[src/rtl/elevator_pkg.sv]
// Shared types for the elevator control path: floor encoding and scheduler states.
package elevator_pkg;

  localparam int FLOOR_W    = 3;
  localparam int NUM_FLOORS = 8;

  typedef logic [FLOOR_W-1:0] floor_t;

  typedef enum logic [1:0] {
    IDLE,
    MOVE_UP,
    MOVE_DOWN,
    DOOR
  } sched_state_t;

endpackage

[src/rtl/elevator_request_scheduler_floor_pick.sv]
// Combinational request classifier: splits the pending vector around the
// current floor and finds the nearest request on each side.
module floor_pick
  import elevator_pkg::*;
(
  input  logic [NUM_FLOORS-1:0] pending,
  input  logic [FLOOR_W-1:0]    cur_floor,
  input  logic                  dir_up,
  output logic                  above,
  output logic                  below,
  output logic                  here,
  output logic                  go_up,
  output logic [FLOOR_W-1:0]    lo_above,
  output logic [FLOOR_W-1:0]    hi_below
);

  // Nearest request above (lowest index) and below (highest index) the car.
  always_comb begin
    above    = 1'b0;
    below    = 1'b0;
    lo_above = '0;
    hi_below = '0;
    for (int i = NUM_FLOORS - 1; i >= 0; i--) begin
      if (pending[i] && (i > int'(cur_floor))) begin
        above    = 1'b1;
        lo_above = floor_t'(i);
      end
    end
    for (int i = 0; i < NUM_FLOORS; i++) begin
      if (pending[i] && (i < int'(cur_floor))) begin
        below    = 1'b1;
        hi_below = floor_t'(i);
      end
    end
  end

  // SCAN preference: go up when work lies above and either the car prefers
  // up or there is nothing below to serve instead.
  always_comb begin
    here  = pending[cur_floor];
    go_up = above && (dir_up || !below);
  end

endmodule

[src/rtl/elevator_request_scheduler.sv]
// SCAN request scheduler: latches floor calls, picks the next target floor
// for the elevator FSM and runs the door dwell on each served floor.
module elevator_request_scheduler
  import elevator_pkg::*;
#(
  parameter int NUM_FLOORS  = 8,
  parameter int DOOR_CYCLES = 4
) (
  input  logic                  clk,
  input  logic                  rst,
  input  logic [NUM_FLOORS-1:0] call_req,
  input  logic [FLOOR_W-1:0]    cur_floor,
  output logic [FLOOR_W-1:0]    target_floor,
  output logic [NUM_FLOORS-1:0] pending,
  output logic                  dir_up,
  output logic                  door_open,
  output logic                  busy
);

  localparam int CNT_W = $clog2(DOOR_CYCLES + 1);

  sched_state_t          state, state_nxt;
  logic [CNT_W-1:0]      cnt, cnt_nxt;
  logic [NUM_FLOORS-1:0] pending_nxt;
  logic [NUM_FLOORS-1:0] cur_mask;
  logic [FLOOR_W-1:0]    target_nxt;
  logic                  dir_nxt;
  logic                  absorb;
  logic                  dwell_end;
  logic                  above, below, here, go_up;
  logic [FLOOR_W-1:0]    lo_above, hi_below;

  floor_pick u_pick (
    .pending   (pending),
    .cur_floor (cur_floor),
    .dir_up    (dir_up),
    .above     (above),
    .below     (below),
    .here      (here),
    .go_up     (go_up),
    .lo_above  (lo_above),
    .hi_below  (hi_below)
  );

  // Request latch: a call for the open-door floor is absorbed instead of
  // latched, and the served floor is dropped when its dwell finishes.
  always_comb begin
    cur_mask    = NUM_FLOORS'(1) << cur_floor;
    absorb      = (state == DOOR) && call_req[cur_floor];
    dwell_end   = (state == DOOR) && (cnt <= CNT_W'(1));
    pending_nxt = pending | call_req;
    if (state == DOOR) begin
      pending_nxt = pending | (call_req & ~cur_mask);
    end
    if (dwell_end) begin
      pending_nxt = pending_nxt & ~cur_mask;
    end
  end

  // SCAN next-state, dwell counter, direction and target selection.
  always_comb begin
    state_nxt = state;
    cnt_nxt   = cnt;
    case (state)
      IDLE: begin
        if (here)       state_nxt = DOOR;
        else if (go_up) state_nxt = MOVE_UP;
        else if (below) state_nxt = MOVE_DOWN;
        else            state_nxt = IDLE;
      end
      MOVE_UP: begin
        if (here)       state_nxt = DOOR;
        else if (above) state_nxt = MOVE_UP;
        else if (below) state_nxt = MOVE_DOWN;
        else            state_nxt = IDLE;
      end
      MOVE_DOWN: begin
        if (here)       state_nxt = DOOR;
        else if (below) state_nxt = MOVE_DOWN;
        else if (above) state_nxt = MOVE_UP;
        else            state_nxt = IDLE;
      end
      DOOR: begin
        // A repeated call at this floor keeps the doors open for a full dwell.
        if (absorb) begin
          state_nxt = DOOR;
          cnt_nxt   = CNT_W'(DOOR_CYCLES);
        end else if (dwell_end) begin
          state_nxt = IDLE;
          cnt_nxt   = '0;
        end else begin
          cnt_nxt   = cnt - CNT_W'(1);
        end
      end
      default: state_nxt = IDLE;
    endcase

    if ((state != DOOR) && (state_nxt == DOOR)) begin
      cnt_nxt = CNT_W'(DOOR_CYCLES);
    end

    dir_nxt    = dir_up;
    target_nxt = cur_floor;
    case (state_nxt)
      MOVE_UP: begin
        dir_nxt    = 1'b1;
        target_nxt = lo_above;
      end
      MOVE_DOWN: begin
        dir_nxt    = 1'b0;
        target_nxt = hi_below;
      end
      default: begin
        dir_nxt    = dir_up;
        target_nxt = cur_floor;
      end
    endcase
  end

  // State and registered outputs; reset drops all outstanding requests.
  always_ff @(posedge clk or negedge rst) begin
    if (!rst) begin
      state        <= IDLE;
      cnt          <= '0;
      pending      <= '0;
      target_floor <= '0;
      dir_up       <= 1'b1;
      door_open    <= 1'b0;
      busy         <= 1'b0;
    end else begin
      state        <= state_nxt;
      cnt          <= cnt_nxt;
      pending      <= pending_nxt;
      target_floor <= target_nxt;
      dir_up       <= dir_nxt;
      door_open    <= (state_nxt == DOOR);
      busy         <= (state_nxt != IDLE);
    end
  end

endmodule

[config.mk]
export PLATFORM = sky130hd
export DESIGN_NAME = elevator_request_scheduler
export DESIGN_NICKNAME = d
export VERILOG_FILES = /design/src/rtl/elevator_pkg.sv /design/src/rtl/elevator_request_scheduler_floor_pick.sv /design/src/rtl/elevator_request_scheduler.sv
export SDC_FILE = /design/constraint.sdc
export NUM_CORES = 1
export LEC_CHECK = 0
export ABC_CLOCK_PERIOD_IN_PS = 3300
export CAP_MARGIN = 25
export CORE_AREA = 2 2 68 70
export CTS_BUF_LIST = sky130_fd_sc_hd__clkbuf_2
export DETAILED_ROUTE_END_ITERATION = 12
export DIE_AREA = 0 0 70 72
export HOLD_SLACK_MARGIN = 0.1
export SETUP_SLACK_MARGIN = 0.15
export SYNTH_ARGS = -nofsm -noshare
export SYNTH_HDL_FRONTEND = slang
export SYNTH_SLANG_ARGS = --single-unit
[constraint.sdc]
create_clock -name clk -period 3.3 [get_ports clk]
set_input_delay 0.66 -clock clk [delete_from_list [all_inputs] [get_ports clk]]
set_output_delay 0.66 -clock clk [all_outputs]
set_load 0.03 [all_outputs]
# Word-level counts from Yosys, hierarchy flattened

Cells that the tools add are included.

$add $sub $neg: 1
Order comparisons: 16
Equal/unequal tests: 7
Shifts and indexed selects: 1
Mux-type cells: 50
Bitwise logic cells: 5
Reductions and logical operators: 24

Operators with widths:

| operator                                                       | number |
|---|---|
| 2-to-1 mux 3 bit                                               | 14 |
| 2-to-1 mux 2 bit                                               | 11 |
| logical AND 1 bit                                              | 18 |
| 2-to-1 mux 1 bit                                               | 18 |
| bitwise AND 8 bit                                              | 2 |
| 2-to-1 mux 8 bit                                               | 2 |
| bitwise OR 8 bit                                               | 2 |
| greater-than comparator 3 bit, first input constant            | 4 |
| less-than comparator 3 bit, first input constant               | 3 |
| == test 2 bit, second input constant                           | 4 |
| inverter 8 bit                                                 | 1 |
| one-hot mux 2 bit (4 select lines)                             | 1 |
| << shifter 1 x 3 -> 8 bit, first input constant                | 1 |
| binary-select mux 1 bit (select 3 bit)                         | 2 |
| greater-than comparator 2 x 3 -> 1 bit, first input constant   | 2 |
| less-than comparator 1 x 3 -> 1 bit, first input constant      | 2 |
| less-than comparator 2 x 3 -> 1 bit, first input constant      | 2 |
| one-hot mux 3 bit (2 select lines)                             | 1 |
| nonzero test 2 bit                                             | 3 |
| == test 2 x 1 -> 1 bit, second input constant                  | 2 |
| less-than comparator 3 x 4 -> 1 bit, second input constant     | 1 |
| greater-than comparator 1 x 3 -> 1 bit, first input constant   | 1 |
| less-or-equal comparator 3 x 1 -> 1 bit, second input constant | 1 |
| subtractor 3 x 1 -> 3 bit, second input constant               | 1 |
| 5 further kinds                                                | 5 |

Register bits: 19
Input bits: 13
Output and inout bits: 14

# Depth between registers and ports, before layout

Gate-level depths: netlist (run 1).

Depth after elaboration: 18
Gate-level depth with buffers: 13

# Hierarchy

Synthesis (run 1) repeated with hierarchy kept, for this count alone.

Cells, all modules: 164
Area, all modules: 1482.7 sq um

Modules (own cells, without submodules):

| module                     | times used | cells an instance | area each (sq um) | seq. area each (sq um) |
|---|---|---|---|---|
| elevator_request_scheduler | 1          | 100               | 1019.7            | 476.7 |
| floor_pick                 | 1          | 64                | 462.9             | 0.0 |

# Worst setup path after synthesis (run 1)

Ideal clock, no wire load.

Path kind: input to register
Start point: input port cur_floor[1]
End point: register target_floor[2]
Library setup time: 126 ps
Data arrival time: 2701 ps
Required time: 3174 ps
Setup slack: 473 ps
Stages on the path: 11
Cell sequence: buf_6 > mux2_2 > a22o_1 > a211oi_1 > o21ai_1 > nor2b_1 > ha_1 > inv_1 > nand3_1 > nor3b_1 > a221o_1

Word-level cells in the longest chain between the ends: 17

Ends and longest elaborated chain:

| what                                                           | line                                        | text |
|---|---|---|
| from (decl)                                                    | elevator_request_scheduler.sv:12            | `input logic [FLOOR_W-1:0] cur_floor,` |
| less-than comparator 1 x 3 -> 1 bit                            | elevator_request_scheduler_floor_pick.sv:30 | `if (pending[i] && (i < int'(cur_floor))) begin` |
| logical AND 1 bit                                              | elevator_request_scheduler_floor_pick.sv:30 |  |
| 2-to-1 mux 1 bit (7 in a row)                                  | elevator_request_scheduler_floor_pick.sv:30 |  |
| zero test 1 bit                                                | elevator_request_scheduler_floor_pick.sv:41 | `go_up = above && (dir_up \|\| !below);` |
| logical OR 1 bit                                               | elevator_request_scheduler_floor_pick.sv:41 |  |
| logical AND 1 bit                                              | elevator_request_scheduler_floor_pick.sv:41 |  |
| 2-to-1 mux 2 bit                                               | elevator_request_scheduler.sv:67            | `else if (go_up) state_nxt = MOVE_UP;` |
| 2-to-1 mux 2 bit                                               | elevator_request_scheduler.sv:66            | `if (here) state_nxt = DOOR;` |
| one-hot mux 2 bit (4 select lines) *                           | elevator_request_scheduler.sv:64            | `case (state)` |
| named net state_nxt[1]                                         | elevator_request_scheduler.sv:22            | `sched_state_t state, state_nxt;` |
| == test 2 bit / == test 2 x 1 -> 1 bit (equally long branches) | elevator_request_scheduler.sv:104           | `case (state_nxt)` |
| one-hot mux 3 bit (2 select lines) *                           | elevator_request_scheduler.sv:104           |  |
| named net target_nxt[2]                                        | elevator_request_scheduler.sv:26            | `logic [FLOOR_W-1:0] target_nxt;` |
| to (signal assigned)                                           | elevator_request_scheduler.sv:134           | `target_floor <= target_nxt;` |
| to (decl)                                                      | elevator_request_scheduler.sv:13            | `output logic [FLOOR_W-1:0] target_floor,` |

Mark *: on every way through the listed nets, which the timed path passes. The rest lies on a longest branch. The select of a mux whose other input is x is not followed.
A chain may end at the register's enable or synchronous reset.

# Worst setup path after layout (run 1)

Same ends and word-level chain as after synthesis.

==> run metrics, run 1 <==
initial DRC count=48; Netlist cell types=45; DIE HEIGHT=72 um; crit path time final=3.01 ns; largest net degree at the start of global routing=25; Syn Inst Count=181; IO Pins=27; CP peak stage delay=0.58 ns; setup violators final=0; postcts setup bufs=0; ratio of cells with drive above 1 in the final layout=14.5%; Core Footprint=4260 um^2; number of H-tree levels=1; most numerous cell in the Yosys netlist=nor2_1; Max clock buf depth=2; vias per inst=5.32; 1st-pass router iterations=5; Fillers=444; hpwl dp=2830 um; multi-input logic area=863 um^2; Num Clock Sinks=19; Worst Tran Pin Value=0.868 ns; crit path max fanout=4; register area=477 um^2; Post-layout nets=240; TritonCTS clock tree=done; Final Max Tran Viols=0; first-pass GRT wire length=6170 um; overall routing resource usage=15.0%; clk root buf=clkbuf_2; Avg WL per Cell=14.2 um; Hold Slack=0.542 ns; Pwr Density=613 nW/um^2; yosys warns=0; number of global-route vias before repair=1311; outcome=complete, no violations; Hold Crit Class=reg2reg; worst-case vdd ir drop=0.162 mV; Design Power=1.18 mW; CTS clock-pin slew for the worst setup and hold paths=0.20 ns; kind of critical path=in2reg; worst-path cell chain=clkdlybuf4s50_1, mux2_2, a22o_1, a211oi_2, o21ai_1, nor2b_1, ha_1, buf_4, a221o_1; Syn Nets=200; Via Count=1447; final setup TNS=0 ns; register area share after synthesis=33.6%; Clk Latency, worst-skew pair=0.34 ns; area share of the largest cell type after synthesis=31.7%; post-synthesis sequential element count=19; largest cells by area after synthesis=dfrtp_1, nor2_1, a21oi_1; cell accounting for the most synthesized area=dfrtp_1; # rows=24; antenna fix cells=0; final period utilization=91.4%; Synth Cell Area=1420 um^2; crit start category=primary input; Hold Fails Final Rpt=0; maxcap violations=0; Max Freq=0.332 GHz; Buf/Inv on CP=2; CP required=3.53 ns; PortBufs=26; CTS Buf Count=3; ranking of synthesized cells by instance count=nor2_1, dfrtp_1, a21oi_1, o21ai_0; Async SR Flop Fraction=100%; max_slew headroom=41.9%; crit path DAT=3.24 ns; remaining antenna violation count after routing=0; CTS hold repair buffers=0; Layout Skew=0.0269 ns; dominant synthesized flop cell=dfrtp_1; Avg Synthesized Cell Area=7.84 um^2; Setup crit end kind=register; Starting Density=33.3%; Syn-to-layout area delta=35.3%; die outline area=5040 um^2; DRC errors left=0; top cell family by delay on the critical path=compound AO/OA/AOI/OAI gates; leakage power=0.815 nW; EDFF count, synth=0; gp weighted congestion=0.864; Routed WL=3850 um; Crit-path slowest cell=clkdlybuf4s50_1; Remaining Overflow, GRT=0; RSZ-0062 raised after global routing=no; initial antenna violation count=0; Die Span X=70 um
-- cells by family (layout without fill, tap and decap cells) --
group	after synthesis	after routing	share of synthesized area [%]
and+or+nand+nor	66	66	22.2
AOI/OAI and AO/OA	63	63	28.8
buffers and inverters	23	62	6.79
DFF	19	19	33.6
adders and majority gates	6	6	5.29
muxes	4	4	3.26
-- path summary, 6_finish.rpt --
kind / cells after the start / to / slack, ns / startpoint
setup / recovery: 9 / target_floor[2] / 0.29 / cur_floor[1]
hold / removal: 2 / dir_up / 0.54 / dir_up
setup reg to reg: 8 / target_floor[2] / 0.71 / pending[3]
hold reg to reg: 2 / dir_up / 0.54 / dir_up
max in group asynchronous: 1 / pending[4] / 1.97 / rst
min in group asynchronous: 1 / state[1] / 0.77 / rst
-- cells in the final DEF, fill, tap and decap left out, types with 3 or more instances in the layout --
cell,n
a21oi_1,17
a31oi_1,3
buf_4,18
clkbuf_2,3
clkdlybuf4s50_1,26
dfrtp_1,18
ha_1,6
inv_1,11
nand2_1,11
nand2b_1,5
nand3_1,5
nor2_1,25
nor2b_1,5
nor3_1,4
nor3b_1,3
o21ai_0,15
or3_1,3
-- sequential cells by signal, indices dropped and copies added (netlist names) --
register and cells:
pending 8, target_floor 3, door_open 1, busy 1, state 2, cnt 3, dir_up 1
-- repair_timing --
item	CTS	global route
endpoints found under the setup margin	0	2
endpoints found under the hold margin	0	0
gates resized for setup	0	6
-- metrics by stage --
step | worst slack [ns] | util, % | area [um^2] | std cells
after global placement | -0.0686 | 43.9 | 1870 | 268
after detailed placement | -0.0991 | 43.9 | 1870 | 268
after global routing | 0.153 | 45.0 | 1920 | 272
after floorplan | 0.473 | - | 1420 | 181
after CTS | 0.245 | 44.4 | 1890 | 272
final | 0.285 | 45.0 | 1920 | 272
-- final cells by class --
| class | count | area share (%) |
|---|---|---|
| inverters | 11 | 2.15 |
| flip-flops and latches | 19 | 24.8 |
| repair buffers | 47 | 23.5 |
| clock inverters | 1 | 0.391 |
| multi-input cells | 139 | 45.0 |
| clock buffers | 3 | 0.782 |
| well taps | 52 | 3.39 |
-- report_power, final --
part           leakage (nW)  switching (mW)  internal [mW]
clock                0.0126          0.0846         0.0282
sequential            0.193          0.0731          0.303
combinational         0.610           0.375          0.312
-- tightest hold or removal path, stage by stage, from the launching register on --
cell	delay (ns)
dfstp_2	0.42
inv_1	0.08
a21oi_1	0.07
-- routing by layer --
metal / track usage [%] / vias to the layer above / routed length (um)
met5: 0 / - / 0
li1: - / 730 / -
met1: 21.2 / 683 / 1800
met2: 24.6 / 32 / 1900
met3: 2.22 / 2 / 139
met4: 3.63 / 0 / 17
(Power assumes the default switching activity.)
==> run 2, diff against run 1 <==
--- a/config.mk
+++ b/config.mk
@@ -7,11 +7,14 @@
 export LEC_CHECK = 0
 export ABC_CLOCK_PERIOD_IN_PS = 3300
 export CAP_MARGIN = 25
+export CELL_PAD_IN_SITES_DETAIL_PLACEMENT = 0
+export CELL_PAD_IN_SITES_GLOBAL_PLACEMENT = 1
 export CORE_AREA = 2 2 68 70
 export CTS_BUF_LIST = sky130_fd_sc_hd__clkbuf_2
 export DETAILED_ROUTE_END_ITERATION = 12
 export DIE_AREA = 0 0 70 72
 export HOLD_SLACK_MARGIN = 0.1
+export PLACE_DENSITY_LB_ADDON = 0.1
 export SETUP_SLACK_MARGIN = 0.15
 export SYNTH_ARGS = -nofsm -noshare
 export SYNTH_HDL_FRONTEND = slang
==> run 2 against run 1 <==
Power increased by 1.3%. Sequential share of layout area decreased by 0.27 points. Utilization increased by 0.50 points. Wire length increased by 8.5%. Critical path depth increased by 3. Maximum frequency decreased by 0.35%. Largest cell class unchanged.
==> run metrics, run 2 (synthesis gave the netlist of run 1 again) <==
CTS Buf Count=3; utilization after layout=45.5%; TritonCTS clock tree=done; # rows=24; Seq pwr share=31.8%; GR Layer Usage met2=27.9%; maxcap violations=0; worst-case vdd ir drop=0.207 mV; CP most frequent cell=inv_1; crit path DAT=3.25 ns; Pwr Density=614 nW/um^2; IO Pins=27; DIE HEIGHT=72 um; Layout Skew=0.00555 ns; Max Freq=0.331 GHz; Crit. Startpoint=cur_floor[2]; internal power=0.645 mW; Starting Density=33.3%; DP Worst Slack=-0.0698 ns; 1st-pass router iterations=4; setup ws final=0.275 ns; gp weighted congestion=0.891; hpwl dp=3260 um; flip-flop count of the largest register after layout=8; crit start category=primary input; R2R depth=11; CTS hold repair buffers=0; Via Count=1506; outcome=complete, no violations; final period utilization=91.7%; DRC errors left=0; Hold Slack=0.528 ns; GR met1 Demand/Resource=23.6%; CP peak stage delay=0.50 ns; max_slew headroom=41.6%; r2r setup slk=0.71 ns; Syn-to-layout area delta=36.8%; crit path time final=3.03 ns; CTS clock-pin slew for the worst setup and hold paths=0.20 ns; most common cell after layout, fill and taps aside=buf_4; overall routing resource usage=16.8%; Core Footprint=4260 um^2; Buf/Inv on CP=4; Final Max Tran Viols=0; top cell family by delay on the critical path=compound AO/OA/AOI/OAI gates; setup violators final=0; leakage power=0.843 nW; Hold Path Origin=dir_up; PortBufs=26; Setup crit end kind=register; hold path depth=2; kind of critical path=in2reg; number of H-tree levels=1; initial DRC count=24; Min-Delay Endpoint=dir_up; RR Endpoint=target_floor[2]; die outline area=5040 um^2; vias per inst=5.40; Sw Pwr=0.547 mW; Top reg by flops=pending; Max clock buf depth=2; Routed WL=4180 um; Regs by FF count=pending: 8 flops, cnt: 3 flops, target_floor: 3 flops; RSZ-0062 raised after global routing=no; ratio of cells with drive above 1 in the final layout=17.6%; GR Layer Usage met3=1.81%; initial antenna violation count=0; Comb pwr share=59.5%; Post-layout nets=247; worst-path cell chain=clkdlybuf4s50_1, buf_4, inv_1, o21ai_0, a2111oi_0, o21ai_1, nor2b_1, ha_1, inv_1, nand3_1, nor3b_1, a221o_1; crit path max fanout=13; clk root buf=clkbuf_2; grt peak-use layer=met2; first-pass GRT wire length=6740 um; Num Clock Sinks=19; Die Span X=70 um; largest net degree at the start of global routing=20; Crit-path slowest cell=clkdlybuf4s50_1; Sw Ratio=45.9%; Hold Crit Class=reg2reg; r2r startpoint=cnt[1]; Hold Fails Final Rpt=0; remaining antenna violation count after routing=0; most frequent cells in the layout=buf_4, clkdlybuf4s50_1, nor2_1; Clk Latency, worst-skew pair=0.31 ns; Clock power frac=8.7%; number of global-route vias before repair=1390; antenna fix cells=0; Avg WL per Cell=15.0 um; Worst Tran Pin Value=0.874 ns; Remaining Overflow, GRT=0; CP Depth=12; CP required=3.52 ns
[run 2: power groups by stage]
stage	combinational [mW]	sequential, mW	clock, mW
2_1_floorplan	0.333	0.443	0
3_3_place_gp	0.685	0.379	0
3_5_place_dp	0.699	0.383	0
4_1_cts	0.703	0.377	0.112
5_1_grt	0.765	0.391	0.124
6_report	0.709	0.379	0.104
[run 2: routing by layer]
layer  wire [um]  up-vias
met4          19        0
met3         114        2
met1        2060      726
met5           0        -
li1            -      749
met2        1990       29
[run 2: tightest hold or removal path: cells and delay by family, from the launching register on]
kind	cells	cell delay, ns
buffers and inverters	1	0.07
AO/OA/AOI/OAI	1	0.06
flip-flops	1	0.42
[run 2: layout make-up]
cell class | count | area, um^2
fillers | 432 | 2320
multi-input cells | 139 | 867
clock buffers | 3 | 15.0
repair buffers | 54 | 470
inverters | 11 | 41.3
clock inverters | 1 | 5.00
well taps | 52 | 65.1
flip-flops and latches | 19 | 477
[run 2: metrics by stage]
step                area [um^2]  instances  power, mW  TNS (ns)
finish                     1940        279       1.19         0
global route               1940        279       1.28         0
CTS                        1920        279       1.19         0
detailed placement         1900        275       1.08    -0.138
global placement           1900        275       1.06   -0.0176
floorplan                  1420        181      0.776         0
[run 2: timing repair]
action,4_1_cts,5_1_grt
gates resized for setup,0,4
buffers inserted,0,0
setup endpoints to repair,0,2
[run 2: worst max path at each step]
stage,to,slack [ns]
6_report,target_floor[2],0.27
3_5_place_dp,target_floor[2],-0.07
4_1_cts,target_floor[2],0.29
5_1_grt,target_floor[1],0.18
3_3_place_gp,target_floor[1],-0.01
2_1_floorplan,target_floor[2],0.47
==> run 3, diff against run 2 <==
--- a/config.mk
+++ b/config.mk
@@ -14,7 +14,7 @@
 export DETAILED_ROUTE_END_ITERATION = 12
 export DIE_AREA = 0 0 70 72
 export HOLD_SLACK_MARGIN = 0.1
-export PLACE_DENSITY_LB_ADDON = 0.1
+export PLACE_DENSITY = 0.83
 export SETUP_SLACK_MARGIN = 0.15
 export SYNTH_ARGS = -nofsm -noshare
 export SYNTH_HDL_FRONTEND = slang
==> run 3 against run 2 <==
Clock-buffer cell count unchanged. Non-clock buffer count stayed put. Flip-flop and latch count stayed put. Combinational power is 3.7% higher. Clock skew increased by 0.0068 ns. Cell area increased by 1.7%. Die area unchanged. Via count shrank 2.9%. Final cell count did not move. Worst setup slack worse by 0.0099 ns. Critical path depth shrank 1.
==> run metrics, run 3 (synthesis gave the netlist of run 1 again) <==
Hold Fails Final Rpt=0; Post-DP Area=1910 um^2; RR Endpoint=target_floor[2]; Final Max Tran Viols=0; number of global-route vias before repair=1331; number of H-tree levels=1; Hold Path Origin=dir_up; flip-flop count of the largest register after layout=8; CTS hold repair buffers=0; crit start category=primary input; RSZ-0062 raised after global routing=no; Design Power=1.22 mW; CTS Buf Count=3; R2R depth=10; Die Span X=70 um; most common cell after layout, fill and taps aside=buf_4; setup violators final=0; Num Clock Sinks=19; crit path time final=3.04 ns; max_slew headroom=38.6%; PortBufs=26; Top reg by flops=pending; die outline area=5040 um^2; Layout Skew=0.0124 ns; placed instance count=275; most frequent cells in the layout=buf_4, clkdlybuf4s50_1, nor2_1; postcts setup bufs=0; # rows=24; clk root buf=clkbuf_2; Routed WL=4010 um; DP Worst Slack=-0.110 ns; Syn-to-layout area delta=39.2%; vias per inst=5.24; outcome=complete, no violations; 1st-pass router iterations=4; Max Freq=0.329 GHz; initial DRC count=52; Hold Crit Class=reg2reg; Core Footprint=4260 um^2; hold path depth=2; utilization after layout=46.3%; Final Non-Filler Cells=279; Setup crit end kind=register; leakage power=0.864 nW; Clk Latency, worst-skew pair=0.32 ns; Via Count=1463; Hold Slack=0.516 ns; first-pass GRT wire length=6630 um; setup ws final=0.265 ns; DIE HEIGHT=72 um; crit path max fanout=4; Avg WL per Cell=14.4 um; initial antenna violation count=0; crit path DAT=3.27 ns; r2r startpoint=pending[3]; Starting Density=33.3%; maxcap violations=0; Remaining Overflow, GRT=0; remaining antenna violation count after routing=0; Worst Tran Pin Value=0.918 ns; worst-case vdd ir drop=0.334 mV; Post-layout nets=247; CP required=3.53 ns; DRC errors left=0; final setup TNS=0 ns; Min-Delay Endpoint=dir_up; gp weighted congestion=0.809; TritonCTS clock tree=done; Max clock buf depth=2; kind of critical path=in2reg; r2r setup slk=0.73 ns; largest net degree at the start of global routing=26; overall routing resource usage=16.2%; IO Pins=27; CTS clock-pin slew for the worst setup and hold paths=0.20 ns; antenna fix cells=0; ratio of cells with drive above 1 in the final layout=18.9%; hpwl dp=2930 um; Final Instance Area=1970 um^2; Regs by FF count=pending: 8 flops, cnt: 3 flops, target_floor: 3 flops; Pwr Density=619 nW/um^2; final period utilization=92.0%
==> run 3: power breakdown <==
part           internal, mW  switching (mW)
registers             0.303          0.0778
clock network        0.0275          0.0779
logic                 0.340           0.395
==> run 3: metal layers <==
layer	routed length [um]	global-route usage, %
met5	0	0
met4	20	1.92
met3	191	3.06
met2	1980	28.4
met1	1820	21.7
==> run 3: final cells by class <==
type | count | area (um^2)
flip-flops and latches | 19 | 477
clock buffers | 3 | 15.0
multi-input cells | 139 | 878
well taps | 52 | 65.1
clock inverters | 1 | 5.00
repair buffers | 54 | 493
fillers | 439 | 2290
inverters | 11 | 41.3
==> run 3: worst max-delay path by stage <==
stage | start | end | depth (start not counted)
6_report | cur_floor[1] | target_floor[0] | 11
5_1_grt | cur_floor[1] | target_floor[1] | 12
4_1_cts | cur_floor[1] | target_floor[2] | 13
3_5_place_dp | cur_floor[1] | target_floor[2] | 11
3_3_place_gp | cur_floor[1] | target_floor[2] | 11
2_1_floorplan | cur_floor[1] | target_floor[2] | 11
==> run 3: what timing repair did <==
item                                    CTS  global route
endpoints found under the setup margin    0             3
hold endpoints to repair                  0             0
gates resized for setup                   0            12
==> run 3: critical path, cell delays in order <==
cell	delay [ns]
clkdlybuf4s50_1	0.56
buf_4	0.16
mux2_4	0.29
and3_1	0.17
o32a_1	0.35
buf_4	0.15
o21ai_0	0.24
ha_1	0.23
buf_4	0.11
o211ai_1	0.09
a31oi_1	0.24
